<file path="src/rtl/jellyvl_synctimer_pkg.sv">
// Shared types for the synctimer correction path (sequencer and adjuster).
// Keeps timer/phase typedefs and the sequencer state encoding in one place.
package jellyvl_synctimer_pkg;

    typedef logic        [63:0] t_timer;
    typedef logic        [31:0] t_calc;
    typedef logic signed [31:0] t_phase;

    typedef enum logic [1:0] {
        ST_IDLE    = 2'd0,
        ST_ACQUIRE = 2'd1,
        ST_LOCKED  = 2'd2
    } t_state;

    // Cycles from an accepted sample to its correction strobe.
    localparam int PIPELINE_LATENCY = 2;

endpackage

</file>
<file path="src/rtl/jellyvl_synctimer_interval_gate.sv">
// Rate limiter for incoming remote samples: a saturating cycle counter since
// the last accepted sample, and a registered drop pulse for rejected ones.
module jellyvl_synctimer_interval_gate #(
    parameter int INTERVAL_WIDTH = 16
) (
    input  logic                      reset,
    input  logic                      clk,
    input  logic [INTERVAL_WIDTH-1:0] param_min_interval,
    input  logic                      s_valid,
    output logic                      accept,
    output logic                      drop
);

    logic [INTERVAL_WIDTH-1:0] cnt_q;
    logic [INTERVAL_WIDTH-1:0] cnt_d;
    logic                      drop_q;
    logic                      drop_d;

    assign accept = s_valid && (cnt_q >= param_min_interval);
    assign drop   = drop_q;

    always_comb begin
        cnt_d  = cnt_q;
        drop_d = s_valid && !accept;
        if (accept) begin
            cnt_d = '0;
        end else if (!(&cnt_q)) begin
            cnt_d = cnt_q + 1'b1;
        end
    end

    // Counter resets saturated so the very first sample is always taken.
    always_ff @(posedge clk) begin
        if (reset) begin
            cnt_q  <= '1;
            drop_q <= 1'b0;
        end else begin
            cnt_q  <= cnt_d;
            drop_q <= drop_d;
        end
    end

endmodule

</file>
<file path="src/rtl/jellyvl_synctimer_correct_sequencer.sv">
// Correction sequencer: gates remote samples, measures phase error and
// decides between hard override (resync) and normal tracking strobes.
module jellyvl_synctimer_correct_sequencer
    import jellyvl_synctimer_pkg::*;
#(
    parameter int TIMER_WIDTH    = 64,
    parameter int CALC_WIDTH     = 32,
    parameter int PHASE_WIDTH    = 32,
    parameter int COUNT_WIDTH    = 8,
    parameter int INTERVAL_WIDTH = 16
) (
    input  logic                      reset,
    input  logic                      clk,
    input  logic [PHASE_WIDTH-1:0]    param_lock_limit,
    input  logic [PHASE_WIDTH-1:0]    param_unlock_limit,
    input  logic [COUNT_WIDTH-1:0]    param_lock_count,
    input  logic [COUNT_WIDTH-1:0]    param_unlock_count,
    input  logic [INTERVAL_WIDTH-1:0] param_min_interval,
    input  logic [TIMER_WIDTH-1:0]    local_time,
    input  logic [TIMER_WIDTH-1:0]    s_time,
    input  logic                      s_valid,
    output logic                      correct_override,
    output logic [TIMER_WIDTH-1:0]    correct_time,
    output logic                      correct_valid,
    output logic                      locked,
    output logic                      resync,
    output logic                      drop
);

    logic accept;

    jellyvl_synctimer_interval_gate #(
        .INTERVAL_WIDTH (INTERVAL_WIDTH)
    ) u_gate (
        .reset              (reset),
        .clk                (clk),
        .param_min_interval (param_min_interval),
        .s_valid            (s_valid),
        .accept             (accept),
        .drop               (drop)
    );

    // Stage A: phase error magnitude from the low timer bits.
    logic [CALC_WIDTH-1:0]  calc_diff;
    logic [PHASE_WIDTH-1:0] err_bits;
    logic [PHASE_WIDTH-1:0] abs_val;
    logic                   unused_local_hi;

    assign unused_local_hi = ^local_time[TIMER_WIDTH-1:CALC_WIDTH];
    assign calc_diff       = s_time[CALC_WIDTH-1:0] - local_time[CALC_WIDTH-1:0];
    assign err_bits        = calc_diff[PHASE_WIDTH-1:0];

    always_comb begin
        abs_val = err_bits;
        if (err_bits == {1'b1, {(PHASE_WIDTH-1){1'b0}}}) begin
            abs_val = {1'b0, {(PHASE_WIDTH-1){1'b1}}};
        end else if (err_bits[PHASE_WIDTH-1]) begin
            abs_val = ~err_bits + 1'b1;
        end
    end

    logic                   a_valid_q, a_valid_d;
    logic [PHASE_WIDTH-1:0] a_abs_q,   a_abs_d;
    logic [TIMER_WIDTH-1:0] a_time_q,  a_time_d;

    always_comb begin
        a_valid_d = accept;
        a_abs_d   = a_abs_q;
        a_time_d  = a_time_q;
        if (accept) begin
            a_abs_d  = abs_val;
            a_time_d = s_time;
        end
    end

    // Stage B: lock state machine and registered correction outputs.
    t_state                 state_q,    state_d;
    logic [COUNT_WIDTH-1:0] lock_cnt_q, lock_cnt_d;
    logic [COUNT_WIDTH-1:0] miss_cnt_q, miss_cnt_d;
    logic                   valid_q,    valid_d;
    logic                   override_q, override_d;
    logic                   locked_q,   locked_d;
    logic [TIMER_WIDTH-1:0] time_q,     time_d;

    logic [COUNT_WIDTH-1:0] lock_inc;
    logic [COUNT_WIDTH-1:0] miss_inc;
    logic [COUNT_WIDTH-1:0] lock_need;
    logic [COUNT_WIDTH-1:0] miss_need;
    logic                   out_of_range;
    logic                   in_lock;

    assign lock_inc     = (&lock_cnt_q) ? lock_cnt_q : lock_cnt_q + 1'b1;
    assign miss_inc     = (&miss_cnt_q) ? miss_cnt_q : miss_cnt_q + 1'b1;
    assign lock_need    = (param_lock_count == '0)   ? COUNT_WIDTH'(1) : param_lock_count;
    assign miss_need    = (param_unlock_count == '0) ? COUNT_WIDTH'(1) : param_unlock_count;
    assign out_of_range = (a_abs_q > param_unlock_limit);
    assign in_lock      = (a_abs_q <= param_lock_limit);

    always_comb begin
        state_d    = state_q;
        lock_cnt_d = lock_cnt_q;
        miss_cnt_d = miss_cnt_q;
        valid_d    = 1'b0;
        override_d = 1'b0;
        time_d     = time_q;
        if (a_valid_q) begin
            time_d = a_time_q + TIMER_WIDTH'(PIPELINE_LATENCY);
            unique case (state_q)
                ST_IDLE: begin
                    valid_d    = 1'b1;
                    override_d = 1'b1;
                    lock_cnt_d = '0;
                    state_d    = ST_ACQUIRE;
                end
                ST_ACQUIRE: begin
                    valid_d = 1'b1;
                    // Unlock test wins even if lock_limit exceeds unlock_limit.
                    if (out_of_range) begin
                        override_d = 1'b1;
                        lock_cnt_d = '0;
                    end else if (in_lock) begin
                        lock_cnt_d = lock_inc;
                        if (lock_inc >= lock_need) begin
                            state_d    = ST_LOCKED;
                            miss_cnt_d = '0;
                        end
                    end else begin
                        lock_cnt_d = '0;
                    end
                end
                ST_LOCKED: begin
                    if (!out_of_range) begin
                        valid_d    = 1'b1;
                        miss_cnt_d = '0;
                    end else begin
                        // Isolated outliers are swallowed rather than fed to the adjuster.
                        miss_cnt_d = miss_inc;
                        if (miss_inc >= miss_need) begin
                            valid_d    = 1'b1;
                            override_d = 1'b1;
                            lock_cnt_d = '0;
                            miss_cnt_d = '0;
                            state_d    = ST_ACQUIRE;
                        end
                    end
                end
                default: begin
                    state_d = ST_IDLE;
                end
            endcase
        end
        locked_d = (state_d == ST_LOCKED);
    end

    always_ff @(posedge clk) begin
        if (reset) begin
            a_valid_q  <= 1'b0;
            a_abs_q    <= '0;
            a_time_q   <= '0;
            state_q    <= ST_IDLE;
            lock_cnt_q <= '0;
            miss_cnt_q <= '0;
            valid_q    <= 1'b0;
            override_q <= 1'b0;
            locked_q   <= 1'b0;
            time_q     <= '0;
        end else begin
            a_valid_q  <= a_valid_d;
            a_abs_q    <= a_abs_d;
            a_time_q   <= a_time_d;
            state_q    <= state_d;
            lock_cnt_q <= lock_cnt_d;
            miss_cnt_q <= miss_cnt_d;
            valid_q    <= valid_d;
            override_q <= override_d;
            locked_q   <= locked_d;
            time_q     <= time_d;
        end
    end

    assign correct_valid    = valid_q;
    assign correct_override = override_q;
    assign resync           = override_q;
    assign correct_time     = time_q;
    assign locked           = locked_q;

endmodule

</file>
<file path="config.mk">
export PLATFORM = sky130hd
export DESIGN_NAME = jellyvl_synctimer_correct_sequencer
export DESIGN_NICKNAME = d
export VERILOG_FILES = /design/src/rtl/jellyvl_synctimer_pkg.sv /design/src/rtl/jellyvl_synctimer_interval_gate.sv /design/src/rtl/jellyvl_synctimer_correct_sequencer.sv
export SDC_FILE = /design/constraint.sdc
export NUM_CORES = 1
export LEC_CHECK = 0
export CORE_MARGIN = 2
export CORE_UTILIZATION = 47
export DETAILED_ROUTE_END_ITERATION = 10
export PLACE_DENSITY = 0.78
export SLEW_MARGIN = 20
export SYNTH_ARGS = -nofsm -noshare
export SYNTH_HDL_FRONTEND = slang
export SYNTH_SLANG_ARGS = --single-unit
</file>
<file path="constraint.sdc">
create_clock -name clk -period 3.8 [get_ports clk]
set_input_delay 0.38 -clock clk [delete_from_list [all_inputs] [get_ports clk]]
set_output_delay 0.38 -clock clk [all_outputs]
set_load 0.01 [all_outputs]
</file>
-- Yosys cells after proc, flatten, opt, wreduce, memory -nomap -nowiden
Cells that the tools add are included.
- add/subtract/negate cells: 6
- magnitude comparators: 5
- equality and inequality tests: 10
- multiplexer cells: 32
- bitwise operators: 2
- reduce and logical (&&, ||, !) cells: 15
- operators with widths (cell ; count):
    8-bit 2-to-1 mux ; 13
    64-bit by 2-bit adder with 64-bit output, second input constant ; 1
    32-bit 2-to-1 mux ; 2
    32-bit by 1-bit adder with 32-bit output, second input constant ; 1
    32-bit equality test, second input constant ; 1
    32-bit > comparator ; 1
    32-bit <= comparator ; 1
    16-bit 2-to-1 mux ; 2
    32-bit NOT ; 1
    32-bit subtractor ; 1
    8-bit one-hot mux with 3 select lines ; 1
    16-bit by 1-bit adder with 16-bit output, second input constant ; 1
    8-bit by 1-bit adder with 8-bit output, second input constant ; 2
    16-bit >= comparator ; 1
    8-bit >= comparator ; 2
    8-bit logical NOT ; 2
    8-bit one-hot mux with 2 select lines ; 1
    16-bit AND reduction ; 1
    8-bit AND reduction ; 2
    2-bit 2-to-1 mux ; 6
    2-bit inequality test, second input constant ; 6
    2-bit one-hot mux with 3 select lines ; 1
    5-bit AND reduction ; 1
    2-bit equality test, second input constant ; 2
    other kinds (12) ; 17
- flip-flop bits (word level): 199
- bits of input ports: 227
- word-level logic and storage cells: 82

-- Longest topological paths before layout
Gate-level depths: netlist of run 1.
- word-level depth: 9
- gate-level depth with buffers: 18

-- By module
A second synthesis of run 1 with hierarchy kept.
- cell total of the unflattened synthesis: 1739
- area, all modules: 14262.4 um^2
- modules (own cells, without submodules) (module ; instances ; cells an instance ; area each (um^2)):
    jellyvl_synctimer_correct_sequencer ; 1 ; 1581 ; 12891.1
    jellyvl_synctimer_interval_gate ; 1 ; 158 ; 1371.3

-- Worst setup path before layout of run 1
OpenSTA, ideal clock, no wires.
- path type: register to register
- start: register lock_cnt_q[0]
- end: register miss_cnt_q[1]
- arrival time: 3.678 ns
- slack: 0.061 ns
- stages on the path, launching flop included: 16
- path buffers: 0
- cells stage by stage: dfxtp_1 -> ha_1 -> nand2_1 -> nor4_1 -> mux2_2 -> ha_1 -> a21o_1 -> a21o_1 -> a21o_1 -> a21o_1 -> a21o_1 -> a211o_1 -> nand4b_1 -> o21ai_0 -> a21oi_1 -> a22o_1
- longest elaborated chain between the ends: 5
- elaborated cells between the ends (all ways): 6
- those cells by class: 1 x add/sub; 1 x order compare; 1 x eq/ne; 1 x mux; 2 x reduce/logical
- RTL lines (element ; line ; text):
    start, declared ; jellyvl_synctimer_correct_sequencer.sv:78 ; logic [COUNT_WIDTH-1:0] lock_cnt_q, lock_cnt_d;
    start signal, assigned ; jellyvl_synctimer_correct_sequencer.sv:172 ; lock_cnt_q <= lock_cnt_d;
    8-bit by 1-bit adder with 8-bit output or 8-bit AND reduction (tied branches) ; jellyvl_synctimer_correct_sequencer.sv:92 ; assign lock_inc = (&lock_cnt_q) ? lock_cnt_q : lock_cnt_q + 1'b1;
    8-bit 2-to-1 mux * ; jellyvl_synctimer_correct_sequencer.sv:92 ;
    8-bit >= comparator * ; jellyvl_synctimer_correct_sequencer.sv:123 ; if (lock_inc >= lock_need) begin
    2-bit inequality test (no line) * ; - ;
    5-bit AND reduction (no line) * ; - ;
    end signal, assigned ; jellyvl_synctimer_correct_sequencer.sv:173 ; miss_cnt_q <= miss_cnt_d;
    end, declared ; jellyvl_synctimer_correct_sequencer.sv:79 ; logic [COUNT_WIDTH-1:0] miss_cnt_q, miss_cnt_d;
Every way passes the cells marked *; elsewhere a longest branch is shown, timed or not.
A chain may end at the register's enable or synchronous reset.

-- Final worst setup path of run 1
- start: input local_time[4]
- end: register a_abs_q[21]
- longest elaborated chain between the ends: 5
- elaborated cells between the ends (all ways): 6
- those cells by class: 2 x add/sub; 1 x eq/ne; 2 x mux; 1 x bitwise
- RTL lines (element ; line ; text):
    start, declared ; jellyvl_synctimer_correct_sequencer.sv:19 ; input logic [TIMER_WIDTH-1:0] local_time,
    32-bit subtractor * ; jellyvl_synctimer_correct_sequencer.sv:50 ; assign calc_diff = s_time[CALC_WIDTH-1:0] - local_time[CALC_WIDTH-1:0];
    32-bit NOT ; jellyvl_synctimer_correct_sequencer.sv:58 ; abs_val = ~err_bits + 1'b1;
    32-bit by 1-bit adder with 32-bit output ; jellyvl_synctimer_correct_sequencer.sv:58 ;
    32-bit 2-to-1 mux ; jellyvl_synctimer_correct_sequencer.sv:57 ; end else if (err_bits[PHASE_WIDTH-1]) begin
    32-bit 2-to-1 mux * ; jellyvl_synctimer_correct_sequencer.sv:55 ; if (err_bits == {1'b1, {(PHASE_WIDTH-1){1'b0}}}) begin
    end signal, assigned ; jellyvl_synctimer_correct_sequencer.sv:169 ; a_abs_q <= a_abs_d;
    end, declared ; jellyvl_synctimer_correct_sequencer.sv:63 ; logic [PHASE_WIDTH-1:0] a_abs_q, a_abs_d;
Marked as above.

==> results.md, run 1 <==
* Run status: complete, no violations
* Syn Inst Count at 1674
* # IOs at 296
* Period minus WS final at 3660 ps
* WL/cell at 16.1 um
* Async set or reset register ratio after synthesis at 0%
* Worst Clk Skew at roughly 12 ps
* Vias/cell at 5.39
* Clock transition at the registers of the reported paths at 70 ps
* Synth warn at 0
* Leak at 0.00795 uW
* Starting density of the core at 47.5%
* GRT Overall Usage at 25.1%
* # setup viols final at 0
* CTS tree: yes
* Hold_buf cts at 0
* Layout Nets at ~2400
* Die Y at 174 um
* H-tree levels at 4
* Vias in the first global route at 12900
* Required @ worst endpoint at 4150 ps
* Syn Nets at 2034
* Layout cell share with drive strength beyond 1 at 13.1%
* Core Box Area at 0.0285 mm2
* First DRT Iteration DRCs at 780
* Via count at about 13000
* Row cnt at 62
* DP Worst Slack at -542 ps
* Placed instance count at 2391
* Slew margin rel. at 37.6%
* First-pass GRT wire length at 63000 um
* Commonest non-fill, non-tap cell in the layout: clkdlybuf4s50_1
* Multi-input gate area at 0.00891 mm2
* CTS Buffer Depth at 2
* Slew @ Worst Pin at roughly 940 ps
* Max_cap viols at 0
* Root Driver: clkbuf_16
* GP Congestion at around 0.9
* Cts bufs inserted at 17
* Crit. End Element: flip-flop
* WHS at 200 ps
* Input/output buffers at between 200 and 300
* Drt drc at 0
* First-pass DRT Iterations at 5
* Post-synth cell types at 77
* Width of the die at 174 um
* Most frequent cells in the layout: clkdlybuf4s50_1 (253), nor2_1 (219), dfxtp_1 (196), inv_1 (153), buf_4 (150)
* Largest net degree at the start of global routing at 95
* Fmax at 273 MHz
* Power Density at 423 mW/mm2
* Max Slew Vio Count at 0
* Layout Utilization at roughly 65%
* Post-DRT Antenna Nets at 0
* Area grow syn2layout at 36.0%
* CP Class: in2reg
* Clk sinks at 199
* Post-Route WL at 39100 um
* Crit path max fanout at 8
* Setup slack after layout at 136 ps
* Final Hold Vio Count at 0
* Crit path DAT at 4010 ps
* Die area at ~0.03 mm2
* Layout Cells excl Fill at 2433
* Count of flip-flops with a built-in enable after synthesis at 0
* Grt total ovfl at 0
* Clk_lat worst skew at 440 ps
* FF/Latch Area at 0.00399 mm2
* Ys flop type: dfxtp_1
* Hpwl dp at 29900 um
* Worst setup SP type: input port
* VDD IR max at 243 uV
* Antenna violations before repair at 2
* Avg Inst Size Synth at 8.09 um2
* Seq/Total Area, Yosys at slightly below 30%
* Register bit total from synthesis at just under 200
* Fillcell total at 2422
* Mapped Area at 0.0135 mm2
* Hold/Removal Path Class: in2reg
* Fin crit share at between 90 and 100%
final timing paths:
kind	cells after the start	startpoint	to	slack, ps
setup / recovery	15	local_time[4]	a_abs_q[21]	140
hold / removal	3	s_time[0]	a_time_q[0]	200
setup reg to reg	17	lock_cnt_q[1]	miss_cnt_q[0]	210
hold reg to reg	2	correct_time[1]	correct_time[1]	480
routing by layer:
layer  vias up  share of wire, %  GRT usage [%]
li1       6620                 -              -
met1      6089                46           33.4
met2       373                47           42.0
met3        42               5.4           4.21
met4         0               1.8           6.79
met5         -                 0              0
synth_stat cells, drive strengths merged (20+ instances only):
| master | number | share of area, % |
|---|---|---|
| o21ai | 70 | 2.6 |
| clkbuf | 60 | 1.7 |
| nand2 | 84 | 2.3 |
| nor2 | 223 | 6.2 |
| inv | 159 | 4.4 |
| a21boi | 20 | 1.1 |
| mux2i | 64 | 4.7 |
| xor2 | 65 | 4.2 |
| a21oi | 95 | 3.5 |
| a211oi | 68 | 4.3 |
| nand3 | 56 | 2.1 |
| nor3 | 24 | 0.89 |
| ha | 132 | 12 |
| a21o | 46 | 2.5 |
| dfxtp | 199 | 29 |
| nand4 | 40 | 1.8 |
| xnor2 | 61 | 4.0 |
timing repair:
action                                 CTS  global route
endpoints found under the hold margin    0             0
setup endpoints to repair               14            42
pin swaps                                1            28
buffers inserted                         1             6
resized for setup                        6            57
cloned                                   0             2
registers in the layout, indices dropped and copies added, names as in the netlist:
name              cells
a_abs_q              32
a_time_q             64
a_valid_q             1
correct_override      1
correct_time         64
correct_valid         1
lock_cnt_q            8
locked                1
miss_cnt_q            8
state_q               2
u_gate.cnt_q         16
u_gate.drop           1
kinds of logic after synthesis:
| group | after synthesis | share of synthesized area (%) |
|---|---|---|
| AND/OR/NAND/NOR | 521 | 18.3 |
| AO/OA/AOI/OAI | 395 | 20.1 |
| flip-flops | 199 | 29.4 |
| adder cells (fa/ha/maj) | 133 | 12.3 |
| XOR/XNOR | 126 | 8.20 |
| multiplexers | 66 | 4.89 |
| buffers and inverters | 234 | 6.69 |
stage by stage:
step / total power [uW] / setup TNS, ps / cell area [um2]
2_1_floorplan: 4710 / 0 / 13500
3_3_place_gp: 5770 / -10770 / 17500
3_5_place_dp: 5890 / -13850 / 17500
4_1_cts: 7710 / 0 / 18100
5_1_grt: 8290 / -44.3 / 18400
6_report: 7800 / 0 / 18400
area by class of cell:
type,instances,share of cell area (%)
inverters,159,3.24
well taps,384,2.61
repair buffers,417,21.0
diodes,2,0.0272
clock buffers,19,2.52
multi-input cells,1241,48.4
clock inverters,12,0.584
flip-flops and latches,199,21.7
worst max-delay path: stages:
cell,delay (ps)
clkdlybuf4s50_1,450
inv_1,60
ha_4,260
a21o_1,190
a221oi_4,420
or4_4,220
o211ai_4,100
a32oi_2,240
o21ai_2,110
xnor2_2,140
or4b_4,510
nor4b_4,360
a21boi_4,150
buf_12,170
a211oi_4,240
power by group:
part           leakage, uW  switching, uW  internal [uW]  total [uW]
clock             0.000284            878            917        1790
combinational      0.00603           1580           1590        3170
sequential         0.00163            394           2440        2840
Note: power is estimated with default switching activity, not from simulation.
==> run 2, diff against run 1 <==
CORE_MARGIN = 4   (was 2)
MAX_ROUTING_LAYER = met4   (was not set)
==> run 2 against run 1 <==
  * Sequential cell count is the same
  * Combinational power is essentially flat
  * Sequential share of layout area is essentially flat
  * Clock skew grew 8.0 ps
  * Power grew 1.7%
  * Via count grew 0.93%
  * Hold slack gained 17 ps
  * Register-to-register slack lost 50 ps
  * Routed wire length grew 1.6%
  * Largest cell class unchanged
  * Die area grew 4.7%
==> results.md, run 2 (synthesized netlist as in run 1, its figures left out) <==
* Fmax at 270 MHz (-1.2%)
* Setup crit start: s_time[5]
* WL/cell at 16.4 um (+1.9%)
* CTS tree: yes
* Clk sinks at 199 (unchanged)
* Slew margin rel. at 43.0% (+5.4 points)
* GRT Overall Usage at 24.8% (-0.35 points)
* Crit path max fanout at 8 (unchanged)
* Layout cell share with drive strength beyond 1 at 12.9% (-0.16 points)
* Fillcell total at 2359 (-2.6%)
* Clock transition at the registers of the reported paths at 90 ps (+20 ps)
* FF/Latch Area at 0.00399 mm2 (about the same)
* First-pass DRT Iterations at 5 (unchanged)
* Drt drc at 0 (unchanged)
* Run status: complete, no violations
* Die area at 0.0316 mm2 (+4.7%)
* VDD IR max at 246 uV (+1.5%)
* Max Slew Vio Count at 0 (unchanged)
* Most frequent cells in the layout: clkdlybuf4s50_1 (253), nor2_1 (220), dfxtp_1 (195), inv_1 (153), buf_4 (149)
* Vias/cell at 5.46 (+1.1%)
* Beginning of the worst hold path: s_time[0]
* Root Driver: clkbuf_16
* Area grow syn2layout at 36.2%
* Die Y at 178 um (+2.3%)
* Layout Nets at 2396 (+0.042%)
* Power Density at 430 mW/mm2 (+1.5%)
* Max_cap viols at 0 (unchanged)
* Post-DRT Antenna Nets at 0 (unchanged)
* Input/output buffers at 263 (unchanged)
* Row cnt at 61 (-1.6%)
* Crit path largest cell delay at 520 ps (about the same)
* Width of the die at 178 um (+2.3%)
* CTS Buffer Depth at 2 (unchanged)
* Fin crit share at 97.6% (+1.2 points)
* Worst Clk Skew at 20.1 ps (+7.96 ps)
* GP Congestion at 0.918 (+2.3%)
* Cts bufs inserted at 17 (unchanged)
* CP Class: in2reg
* Core Box Area at 0.0281 mm2 (-1.6%)
* Placed instance count at 2383 (-0.33%)
* Crit. End Element: flip-flop
* Multi-input gate area at 0.00888 mm2 (-0.34%)
* First-pass GRT wire length at 62700 um (-0.47%)
* Reg-to-Reg Start: lock_cnt_q[0]
* Grt total ovfl at 0 (unchanged)
* Layout Cells excl Fill at 2428 (-0.21%)
* Hpwl dp at 30700 um (+2.4%)
* Commonest non-fill, non-tap cell in the layout: clkdlybuf4s50_1
* Antenna violations before repair at 1 (-1)
* Met3 Use GR at 2.79% (-1.4 points)
* Crit path DAT at 4050 ps (+40 ps)
* Worst setup SP type: input port
* Starting density of the core at 48.2% (+0.78 points)
* # setup viols final at 0 (unchanged)
* Slew @ Worst Pin at 855 ps (-80.4 ps)
* Clk_lat worst skew at 440 ps (about the same)
* Via count at 13200 (+0.93%)
* Hold/Removal Path Class: in2reg
* Crit path cell chain: clkdlybuf4s50_1 > ha_4 > and3_4 > a221oi_4 > buf_4 > or4_4 > o211ai_4 > a41oi_2 > xnor2_1 > nor2_1 > or4b_4 > nor4b_4 > a21boi_4 > buf_12 > a211oi_2
* Vias in the first global route at 12700 (-1.2%)
* Leak at 0.00799 uW (+0.57%)
* # IOs at 296 (unchanged)
* Grt peak-use layer: met2
* Largest net degree at the start of global routing at 110 (+16%)
* Period minus WS final at 3710 ps (+45.9 ps)
* Layout Utilization at 65.7% (+1.2 points)
* Post-Route WL at 39800 um (+1.6%)
* H-tree levels at 4 (unchanged)
* Met1 Use GR at 33.5% (+0.12 points)
* First DRT Iteration DRCs at 809 (+3.7%)
* Final Hold Vio Count at 0 (unchanged)
* Crit-path slowest cell: or4_4
* Routing usage on met2 at 39.1% (-2.9 points)
* Required @ worst endpoint at 4140 ps (about the same)
-- run 2: timing repair --
action,4_1_cts,5_1_grt
hold buffers,0,0
cloned,0,2
endpoints found under the setup margin,11,41
setup buffers,2,8
pin swaps,2,26
resized for setup,5,56
-- run 2: cell type report --
class	count	area share, %
Multi-Input combinational cell	1241	48.1
Antenna cell	1	0.0136
Timing Repair Buffer	418	21.0
Clock inverter	15	1.06
Clock buffer	17	2.31
Sequential cell	199	21.6
Inverter	159	3.23
Tap cell	378	2.56
-- run 2: routing by layer --
layer	share of wire, %	wire (um)	up-vias
li1	-	-	6634
met2	46	18200	392
met5	0	0	-
met4	2.3	913	0
met3	5.1	2020	52
met1	47	18700	6168
-- run 2: worst max-delay path, delay by kind of cell --
| family | cells | cell delay [ps] |
|---|---|---|
| and+or+nand+nor | 5 | 1640 |
| buffers and inverters | 3 | 790 |
| AOI/OAI and AO/OA | 5 | 740 |
| adders and majority gates | 1 | 320 |
| xor gates and xnor gates | 1 | 170 |
-- run 2: final timing paths --
| path | slack (ps) | depth (start not counted) | to |
|---|---|---|---|
| worst max-delay path | 90 | 15 | a_abs_q[27] |
| worst min-delay path | 220 | 3 | a_time_q[0] |
| worst max register to register | 160 | 17 | miss_cnt_q[1] |
| worst min register to register | 480 | 2 | lock_cnt_q[1] |
-- run 2: stage by stage --
stage	worst slack [ps]	setup TNS (ps)	instance area (um2)	hold WS [ps]	total power (uW)
2_1_floorplan	61.5	0	13500	458	4710
3_3_place_gp	-401	-10810	17500	470	5790
3_5_place_dp	-484	-13600	17500	476	5900
4_1_cts	-10.3	-10.3	18100	461	7850
5_1_grt	-55.6	-106	18500	244	8430
6_report	89.8	0	18500	217	7930
-- run 2: power breakdown --
group	leakage [uW]	total (uW)	switching (uW)	internal (uW)
sequential	0.00163	2840	402	2440
clock	0.000304	1930	997	928
combinational	0.00606	3160	1560	1600
==> run 3, diff against run 2 <==
PLACE_DENSITY = 0.88   (was 0.78)
==> run 3 against run 2 <==
  * Maximum frequency decreased by 1.9%
  * Non-clock buffer count decreased by 1
  * Clock power about the same
  * Die area unchanged
  * Combinational power increased by 3%
  * Final cell count about the same
  * Setup slack got worse by 70 ps
  * Hold slack got worse by 24 ps
  * Sequential power about the same
  * Count of clock-buffer cells in the layout unchanged
  * Global-route usage increased by 0.75 points
  * Largest power group unchanged
  * Highest routed layer unchanged
==> results.md, run 3 (synthesized netlist as in run 1, its figures left out) <==
* Run status: complete, no violations
* Most frequent cells in the layout: clkdlybuf4s50_1 (247), nor2_1 (219), dfxtp_1 (196), inv_1 (149), buf_4 (147)
* Layout Nets at 2395 (-0.042%)
* Via count at 13700 (+3.6%)
* Crit path DAT at 4130 ps (+80 ps)
* Vias in the first global route at 13300 (+4.2%)
* Layout cell share with drive strength beyond 1 at 13.6% (+0.69 points)
* Setup slack after layout at 19.8 ps (-70.0 ps)
* Reg-to-Reg Start: lock_cnt_q[3]
* GP Congestion at 0.970 (+5.7%)
* Layout Cells excl Fill at 2427 (-0.041%)
* Clk_lat worst skew at 450 ps (about the same)
* Commonest non-fill, non-tap cell in the layout: clkdlybuf4s50_1
* Clk sinks at 199 (unchanged)
* R2R setup slack at 200 ps (+40 ps)
* H-tree levels at 4 (unchanged)
* Crit path largest cell delay at 560 ps (+40 ps)
* Core Box Area at 0.0281 mm2 (unchanged)
* CTS Buffer Depth at 2 (unchanged)
* Period minus WS final at 3780 ps (+70.0 ps)
* Register-to-Register Path Depth at 16 (-1)
* CP Class: in2reg
* Largest net degree at the start of global routing at 109 (-0.91%)
* Fmax at 265 MHz (-1.9%)
* Max Slew Vio Count at 0 (unchanged)
* Area grow syn2layout at 37.2%
* Clock transition at the registers of the reported paths at 80 ps (about the same)
* First DRT Iteration DRCs at 1033 (+28%)
* Hpwl dp at 31300 um (+2.2%)
* Hold/Removal Path Class: in2reg
* CTS tree: yes
* Post-DRT Antenna Nets at 0 (unchanged)
* Crit. End Element: flip-flop
* Die Y at 178 um (unchanged)
* Root Driver: clkbuf_16
* Required @ worst endpoint at 4150 ps (about the same)
* Worst Clk Skew at 19.4 ps (-0.700 ps)
* Crit Reg-Reg Endpoint: miss_cnt_q[0]
* Die area at 0.0316 mm2 (unchanged)
* WHS at 194 ps (-23.5 ps)
* Power Density at 434 mW/mm2 (+0.92%)
* Worst path top cell family by delay: compound AO/OA/AOI/OAI gates
* Total negative slack at 0 ps (unchanged)
* Vias/cell at 5.65 (+3.6%)
* First-pass GRT wire length at 65000 um (+3.6%)
* First-pass DRT Iterations at 6 (+1)
* GRT Overall Usage at 25.5% (+0.75 points)
* Hold_buf cts at 0 (unchanged)
* Crit path depth at 15 (unchanged)
* Layout Utilization at 66.2% (+0.50 points)
* Worst setup SP type: input port
* Cts bufs inserted at 17 (unchanged)
* Fin crit share at 99.5% (+1.8 points)
* VDD IR max at 314 uV (+27%)
* WL/cell at 17.6 um (+7.7%)
* Antenna violations before repair at 1 (unchanged)
* DP Worst Slack at -512 ps (-28.3 ps)
* Final Hold Vio Count at 0 (unchanged)
* Input/output buffers at 263 (unchanged)
* Row cnt at 61 (unchanged)
* Width of the die at 178 um (unchanged)
* # setup viols final at 0 (unchanged)
* Leak at 0.00802 uW (+0.31%)
* Slew margin rel. at 26.0% (-17 points)
* Starting density of the core at 48.2% (unchanged)
* Grt total ovfl at 0 (unchanged)
* CP bufs+invs at 3 (unchanged)
* Placed instance count at 2377 (-0.25%)
* Max_cap viols at 0 (unchanged)
* # IOs at 296 (unchanged)
* Crit-path slowest cell: or4b_4
* Crit path cell chain: clkdlybuf4s50_1 > ha_4 > nand3_1 > a21boi_2 > a41oi_2 > a211oi_4 > a21boi_2 > o221ai_2 > xor2_2 > or4b_4 > nor4b_4 > a21boi_4 > buf_6 > buf_12 > a211oi_4
* Crit path max fanout at 8 (unchanged)
* Drt drc at 0 (unchanged)
* Crit path capture: a_abs_q[17]
* Slew @ Worst Pin at 1110 ps (+255 ps)
* Setup crit start: s_time[5]
* Post-Route WL at 42800 um (+7.6%)
## run 3: cell count changes in the layout (fill, tap and decap cells not counted), moves of 3 or more
| cell | previous run | this run |
|---|---|---|
| clkdlybuf4s50_1 | 253 | 247 |
| clkinv_8 | 1 | 6 |
| dlymetal6s2s_1 | 8 | 13 |
| inv_1 | 153 | 149 |
| inv_12 | 6 | 2 |
| inv_2 | 6 | 10 |
| ha_1 | 124 | 121 |
| ha_4 | 5 | 8 |
| inv_6 | 3 | 0 |
## run 3: routing by layer
| metal | track usage [%] | share of wire, % | wire length (um) | up-vias |
|---|---|---|---|---|
| li1 | - | - | - | 6614 |
| met1 | 33.1 | 43 | 18500 | 6401 |
| met2 | 42.3 | 47 | 20200 | 592 |
| met3 | 3.52 | 6.7 | 2860 | 111 |
| met4 | 6.16 | 2.9 | 1240 | 0 |
| met5 | - | 0 | 0 | - |
## run 3: what timing repair did
action,in CTS,in global routing
endpoints found under the hold margin,0,0
setup endpoints to repair,22,42
buffers inserted,5,10
pin swaps,8,39
gates cloned,2,0
gates resized for setup,17,76
## run 3: worst min-delay path by stage
stage	start	to	slack, ps	cells after the start
floorplan	lock_cnt_q[5]	lock_cnt_q[5]	460	2
global placement	correct_time[1]	correct_time[1]	470	2
detailed placement	correct_time[12]	correct_time[12]	480	2
CTS	s_time[0]	a_time_q[0]	320	3
global route	s_time[0]	a_time_q[0]	210	3
finish	s_time[0]	a_time_q[0]	190	3
## run 3: worst min-delay path: cells and delay by family
| family | cells | cell delay, ps |
|---|---|---|
| multiplexers | 1 | 60 |
| buffers and inverters | 1 | 90 |
| AND/OR/NAND/NOR | 1 | 70 |
## run 3: report_power, final
| group | internal, uW | switching [uW] |
|---|---|---|
| registers | 2440 | 405 |
| clock network | 971 | 975 |
| logic | 1620 | 1650 |
## run 3: area by class of cell
class                           instances  area, um2
Fill cell                            2178       9490
Clock inverter                         15        218
Multi-Input combinational cell       1241       8990
Timing Repair Buffer                  417       3890
Inverter                              159        597
Sequential cell                       199       3990
Antenna cell                            1       2.50
Tap cell                              378        473
Clock buffer                           17        425
## run 3: metrics by stage
step | cell area, um2 | power, uW
2_1_floorplan | 13500 | 4710
3_3_place_gp | 17400 | 5760
3_5_place_dp | 17400 | 5900
4_1_cts | 18200 | 7930
5_1_grt | 18600 | 8530
6_report | 18600 | 8070
